File: src/rtl/calc_alu_seq.sv
// Multi-cycle signed ALU: add/sub in 1 cycle, mul/div/rem iterate one bit per cycle; define ALU_OVF_EN for al_ovf.
// Latency: add/sub/illegal done in cycle 1, mul/div/rem in WIDTH+2 (div-by-zero 2); al_start is ignored unless idle.
module calc_alu_seq #(
  parameter int WIDTH = 32,
  parameter int CMD_W = 3
) (
  input  logic             Clock,
  input  logic             Reset,
  input  logic             al_start,
  input  logic [WIDTH-1:0] al_A,
  input  logic [WIDTH-1:0] al_B,
  input  logic [CMD_W-1:0] al_cmd,
  output logic [WIDTH-1:0] al_C,
  output logic             al_busy,
  output logic             al_done,
  output logic             al_err,
  output logic             al_ovf
);

  localparam int CNT_W = $clog2(WIDTH);
  localparam logic [CMD_W-1:0] CMD_AD = CMD_W'(0);
  localparam logic [CMD_W-1:0] CMD_SB = CMD_W'(1);
  localparam logic [CMD_W-1:0] CMD_ML = CMD_W'(2);
  localparam logic [CMD_W-1:0] CMD_DV = CMD_W'(3);
  localparam logic [CMD_W-1:0] CMD_RM = CMD_W'(4);

  typedef enum logic [2:0] {S_IDLE, S_LOAD, S_ITER, S_FIX, S_DONE} state_t;

  state_t             state;
  logic [CMD_W-1:0]   cmd_r;
  logic [WIDTH-1:0]   a_r, b_r, mb_r, q_r;
  logic [2*WIDTH-1:0] acc_r;
  logic [CNT_W-1:0]   cnt_r;
  logic               neg_r;

  logic [WIDTH-1:0]   sum_ab, dif_ab, mag_a, mag_b;
  logic [WIDTH-1:0]   q_in, mb_in, q_nxt, res_lo, res_dv;
  logic [2*WIDTH-1:0] acc_in, acc_nxt;
  logic [WIDTH:0]     rem_try;

  assign sum_ab = al_A + al_B;
  assign dif_ab = al_A - al_B;
  assign mag_a  = a_r[WIDTH-1] ? -a_r : a_r;
  assign mag_b  = b_r[WIDTH-1] ? -b_r : b_r;

  // LOAD already performs the first (MSB) step straight from the operand magnitudes.
  assign acc_in = (state == S_LOAD) ? '0 : acc_r;
  assign q_in   = (state == S_LOAD) ? mag_a : q_r;
  assign mb_in  = (state == S_LOAD) ? mag_b : mb_r;

  always_comb begin
    acc_nxt = '0;
    q_nxt   = {q_in[WIDTH-2:0], 1'b0};
    rem_try = '0;
    if (cmd_r == CMD_ML) begin
      acc_nxt = {acc_in[2*WIDTH-2:0], 1'b0} + (q_in[WIDTH-1] ? {{WIDTH{1'b0}}, mb_in} : '0);
    end else begin
      rem_try = {acc_in[WIDTH-1:0], q_in[WIDTH-1]};
      if (rem_try >= {1'b0, mb_in}) begin
        rem_try  = rem_try - {1'b0, mb_in};
        q_nxt[0] = 1'b1;
      end
      acc_nxt = {{WIDTH{1'b0}}, rem_try[WIDTH-1:0]};
    end
  end

  // Low half of the accumulator holds the product (mul) or remainder (rem) magnitude.
  assign res_lo = neg_r ? -acc_r[WIDTH-1:0] : acc_r[WIDTH-1:0];
  assign res_dv = neg_r ? -q_r : q_r;

  always_ff @(posedge Clock or posedge Reset) begin
    if (Reset) begin
      state   <= S_IDLE;
      cmd_r   <= '0;
      a_r     <= '0;
      b_r     <= '0;
      mb_r    <= '0;
      q_r     <= '0;
      acc_r   <= '0;
      cnt_r   <= '0;
      neg_r   <= 1'b0;
      al_C    <= '0;
      al_busy <= 1'b0;
      al_done <= 1'b0;
      al_err  <= 1'b0;
    end else begin
      case (state)
        S_IDLE: begin
          if (al_start) begin
            cmd_r  <= al_cmd;
            a_r    <= al_A;
            b_r    <= al_B;
            al_err <= 1'b0;
            case (al_cmd)
              CMD_AD: begin
                al_C    <= sum_ab;
                al_done <= 1'b1;
                state   <= S_DONE;
              end
              CMD_SB: begin
                al_C    <= dif_ab;
                al_done <= 1'b1;
                state   <= S_DONE;
              end
              CMD_ML, CMD_DV, CMD_RM: begin
                al_busy <= 1'b1;
                state   <= S_LOAD;
              end
              default: begin
                al_C    <= '0;
                al_err  <= 1'b1;
                al_done <= 1'b1;
                state   <= S_DONE;
              end
            endcase
          end
        end
        S_LOAD: begin
          neg_r <= (cmd_r == CMD_RM) ? a_r[WIDTH-1] : (a_r[WIDTH-1] ^ b_r[WIDTH-1]);
          mb_r  <= mag_b;
          if (cmd_r != CMD_ML && b_r == '0) begin
            al_C    <= '0;
            al_err  <= 1'b1;
            al_done <= 1'b1;
            al_busy <= 1'b0;
            state   <= S_DONE;
          end else begin
            acc_r <= acc_nxt;
            q_r   <= q_nxt;
            cnt_r <= CNT_W'(WIDTH - 1);
            state <= S_ITER;
          end
        end
        S_ITER: begin
          acc_r <= acc_nxt;
          q_r   <= q_nxt;
          cnt_r <= cnt_r - CNT_W'(1);
          if (cnt_r == CNT_W'(1)) state <= S_FIX;
        end
        S_FIX: begin
          al_C    <= (cmd_r == CMD_DV) ? res_dv : res_lo;
          al_busy <= 1'b0;
          al_done <= 1'b1;
          state   <= S_DONE;
        end
        S_DONE: begin
          al_done <= 1'b0;
          state   <= S_IDLE;
        end
        default: state <= S_IDLE;
      endcase
    end
  end

`ifdef ALU_OVF_EN
  logic               add_ovf, sub_ovf, mul_ovf, div_ovf;
  logic [2*WIDTH-1:0] half_rng;

  assign half_rng = {{WIDTH{1'b0}}, 1'b1, {(WIDTH-1){1'b0}}};
  assign add_ovf  = (al_A[WIDTH-1] == al_B[WIDTH-1]) && (sum_ab[WIDTH-1] != al_A[WIDTH-1]);
  assign sub_ovf  = (al_A[WIDTH-1] != al_B[WIDTH-1]) && (dif_ab[WIDTH-1] != al_A[WIDTH-1]);
  // A negative product may reach magnitude 2^(WIDTH-1); a positive one may not.
  assign mul_ovf  = neg_r ? (acc_r > half_rng) : (acc_r >= half_rng);
  assign div_ovf  = !neg_r && q_r[WIDTH-1];

  always_ff @(posedge Clock or posedge Reset) begin
    if (Reset) begin
      al_ovf <= 1'b0;
    end else if (state == S_IDLE && al_start) begin
      al_ovf <= ((al_cmd == CMD_AD) && add_ovf) || ((al_cmd == CMD_SB) && sub_ovf);
    end else if (state == S_FIX) begin
      al_ovf <= ((cmd_r == CMD_ML) && mul_ovf) || ((cmd_r == CMD_DV) && div_ovf);
    end
  end
`else
  assign al_ovf = 1'b0;
`endif

endmodule

File: config.mk
export PLATFORM = sky130hd
export DESIGN_NAME = calc_alu_seq
export DESIGN_NICKNAME = d
export VERILOG_FILES = /design/src/rtl/calc_alu_seq.sv
export SDC_FILE = /design/constraint.sdc
export NUM_CORES = 1
export LEC_CHECK = 0
export ABC_AREA = 0
export BUFFER_PORTS_ARGS = -buffer_cell sky130_fd_sc_hd__buf_2
export CAP_MARGIN = 20
export CORE_MARGIN = 4
export CORE_UTILIZATION = 35
export DETAILED_ROUTE_END_ITERATION = 6
export PLACE_DENSITY_LB_ADDON = 0.08
export SLEW_MARGIN = 5
export SYNTH_ARGS = -nofsm -noshare
export SYNTH_HDL_FRONTEND = slang
export SYNTH_SLANG_ARGS = --single-unit
File: constraint.sdc
create_clock -name Clock -period 8.4 [get_ports Clock]
set_input_delay 0 -clock Clock [delete_from_list [all_inputs] [get_ports Clock]]
set_output_delay 0 -clock Clock [all_outputs]
set_load 0.005 [all_outputs]
==> flow_summary.ini <==
[worst_setup_path]
r2r_start = a_r[15]
critPathKind = reg2reg
crit_arrival_ns = 6.84
crit_required_ns = 8.87
crit_chain = or4_1 > or2_2 > nor3_1 > nand3_1 > o31ai_1 > inv_1 > buf_4 > nor2_1 > ha_1 > inv_1 > fa_1 > nor2b_1 > o31a_1 > o2111ai_1 > a2111oi_0 > a21oi_1 > a41oi_1 > a31oi_1 > xnor2_1 > nor2_1 > nor3_1
end_kind = flip-flop
r2r_setup_slack_ns = 2.03
crit_path_max_incr_delay_ns = 0.87
crit_slowest_cell = a2111oi_0
crit_fanout = 31
crit_buf_inv = 3
cp-start-kind = flip-flop
cp_top_family = compound AO/OA/AOI/OAI gates
reg2reg_depth = 21
reg2reg_to = acc_r[25]

[sta]
final-hold-violation-count = 0
setup_viol = 0
clock_skew_ns = 0.0121
fmax_ghz = 0.157
rsz0062_at_grt = no
min_period_ns = 6.37
max_slew.worst_pin.slew_ns = 1.00
drv_slew = 0
finalCritPeriodShare_pct = 75.8
fin_tns_setup_ns = 0
relSlewSlack_pct = 33.0

[status]
status = complete, no violations

[synthesis]
yosysSeqAreaShare_pct = 30.0
ys.warnings.count = 0
syn_inst = 2142
synthDistinctLibCells = 77
yosys.area.top_type = dfrtp_1
synthTopCellsByArea = dfrtp_1, xor2_1, ha_1, a21oi_1, nor2_1
ys_ff_latch = 207
yosysMostFrequentCell = nor2_1
synthesis.nets = 2316
syn-cell-area_um2 = 17300
synth_edf_count = 0
synthTopCellsByCount = nor2_1, a21oi_1, dfrtp_1, nand2_1, o21ai_0
avgSynthCellArea_um2 = 8.06
synth_flop_cell = dfrtp_1
synth_top_area_share_pct = 30.0
synthArstFlopShare_pct = 100

[route]
viasPerCell = 5.50
drt_wl_total_um = 64600
drc = 0
wl_per_cell_um = 22.0
drtIter0Drc = 1072
vias = 16200
ant_nets = 0
firstDrtPassIters = 5

[die]
fp.dieW_um = 230
initial_core_util_pct = 35.4
pin_count = 106
die_area_um2 = 53000
die_y_um = 230
rows = 81
core-area_um2 = 48800

[run]
drv_cap = 0

[placement]
dpl.hpwl_um = 48700
place_congestion = 0.895
dp.cells = 2822
io_buffer_count = 104

[power]
leakage_nw = 8.59
power_density_nw_per_um2 = 456
irDropWorstVdd_v = 0.000301
p_seq_share_pct = 22.9
swShare_pct = 50.9
combPwrFrac_pct = 64.1
p_switching_mw = 4.63
power_frac_clock_pct = 13.0
p_int_mw = 4.48

[clock_tree]
postCtsSetupRepairBufs = 0
clk_path_buf_depth = 3
numClockSinks = 207
cts_root_buf = clkbuf_16
clk_latency_ns = 0.56
cts_tree = yes
clkTransAtPathRegs_ns = 0.06
cts_resized = 0
cts-buffers-inserted = 27
cts.htree.levels = 1

[grt]
grt_pass1_wl_um = 97500
grt_max_degree = 103
grt_pass1_vias = 15600
grt_use_total_pct = 23.7
antenna_found_initial = 1
grt.overflow.total = 0

[worst_hold_path]
hold_class = in2async

[layout]
area_growth_pct = 15.6
final_nets = 2431
stdcell_count = 2941
drive_gt1_share_pct = 11.6
cell usage in the layout (no fill, tap or decap), types with 32 or more instances in the layout:
master,Yosys,layout
ha_1,101,101
and2_1,40,39
mux2_2,64,64
nor2_1,242,242
xor2_1,145,145
inv_1,86,85
buf_2,13,104
o31ai_1,44,44
dlygate4sd3_1,0,70
nand3_1,32,32
o21ai_0,150,150
dfrtp_1,207,206
nand2_1,203,202
a21oi_1,222,222
xnor2_1,86,86
sequential cells by signal (all words and copies together) (netlist names), 3 cells and up:
signal / flops
al_C: 32
a_r: 32
cmd_r: 3
b_r: 32
acc_r: 32
cnt_r: 5
mb_r: 32
q_r: 32
state: 3
how the worst max path moves through the flow:
stage | startpoint | end | slack, ns | cells past startpoint
6_report | a_r[15] | acc_r[25] | 2.03 | 21
5_1_grt | a_r[15] | acc_r[25] | 1.52 | 21
4_1_cts | a_r[15] | acc_r[25] | 2.07 | 21
3_5_place_dp | a_r[15] | acc_r[25] | 2.13 | 21
3_3_place_gp | a_r[15] | acc_r[25] | 2.34 | 21
2_1_floorplan | Reset | a_r[0] | 2.75 | 1
layout make-up:
class	count	area, um2
Fill cell	5105	28900
Multi-Input combinational cell	1737	11300
Sequential cell	207	5180
Timing Repair Buffer	197	1390
Tap cell	664	831
Clock buffer	39	781
Inverter	87	334
Clock inverter	9	105
Antenna cell	1	2.50
worst register-to-register path, delay by kind of cell (launching register included):
family | cells | cell delay, ns
xor gates and xnor gates | 1 | 0.18
and+or+nand+nor | 8 | 2.07
adders and majority gates | 2 | 0.59
DFF | 1 | 0.43
AOI/OAI and AO/OA | 7 | 2.59
buffers and inverters | 3 | 0.42
cell families (layout without fill, tap and decap cells):
kind of cell | count (synthesis) | after routing | share of synthesized area, %
compound gates | 646 | 646 | 23.1
xor+xnor | 231 | 231 | 11.7
fa+ha+maj | 104 | 104 | 7.67
buf+inv | 198 | 332 | 4.51
flops | 207 | 207 | 30.0
mux | 70 | 70 | 4.59
other cells | 1 | 2 | 0.0217
simple gates | 685 | 685 | 18.4
stage by stage:
| step | hold slack (ns) | util, % | total power [mW] | worst slack, ns | cell area (um2) |
|---|---|---|---|---|---|
| 2_1_floorplan | 0.117 | - | 6.14 | 2.75 | 17300 |
| 5_1_grt | 0.218 | 40.9 | 9.88 | 1.52 | 20000 |
| 3_3_place_gp | 0.206 | 37.6 | 7.87 | 2.34 | 18400 |
| 4_1_cts | 0.156 | 40.9 | 9.14 | 2.07 | 20000 |
| 6_report | 0.129 | 40.9 | 9.11 | 2.03 | 20000 |
| 3_5_place_dp | 0.210 | 37.6 | 7.88 | 2.13 | 18400 |
power groups by stage:
stage / clock, mW / sequential (mW) / combinational (mW)
CTS: 1.22 / 2.08 / 5.85
global route: 1.25 / 2.16 / 6.47
finish: 1.19 / 2.09 / 5.84
global placement: 0 / 2.07 / 5.80
floorplan: 0 / 1.88 / 4.27
detailed placement: 0 / 2.09 / 5.80
routing by layer:
layer  GRT usage, %  vias up  wire [um]
met5              0        -          0
met4           6.41        0       1920
met3           2.19       80       2580
met2           40.0      380      30600
met1           32.7     7846      29500
li1               -     7859          -
timing repair:
| action | in CTS | in global routing |
|---|---|---|
| setup endpoints to repair | 0 | 0 |
| hold endpoints to repair | 171 | 0 |
| hold buffers | 70 | 0 |
(Power assumes the default switching activity.)
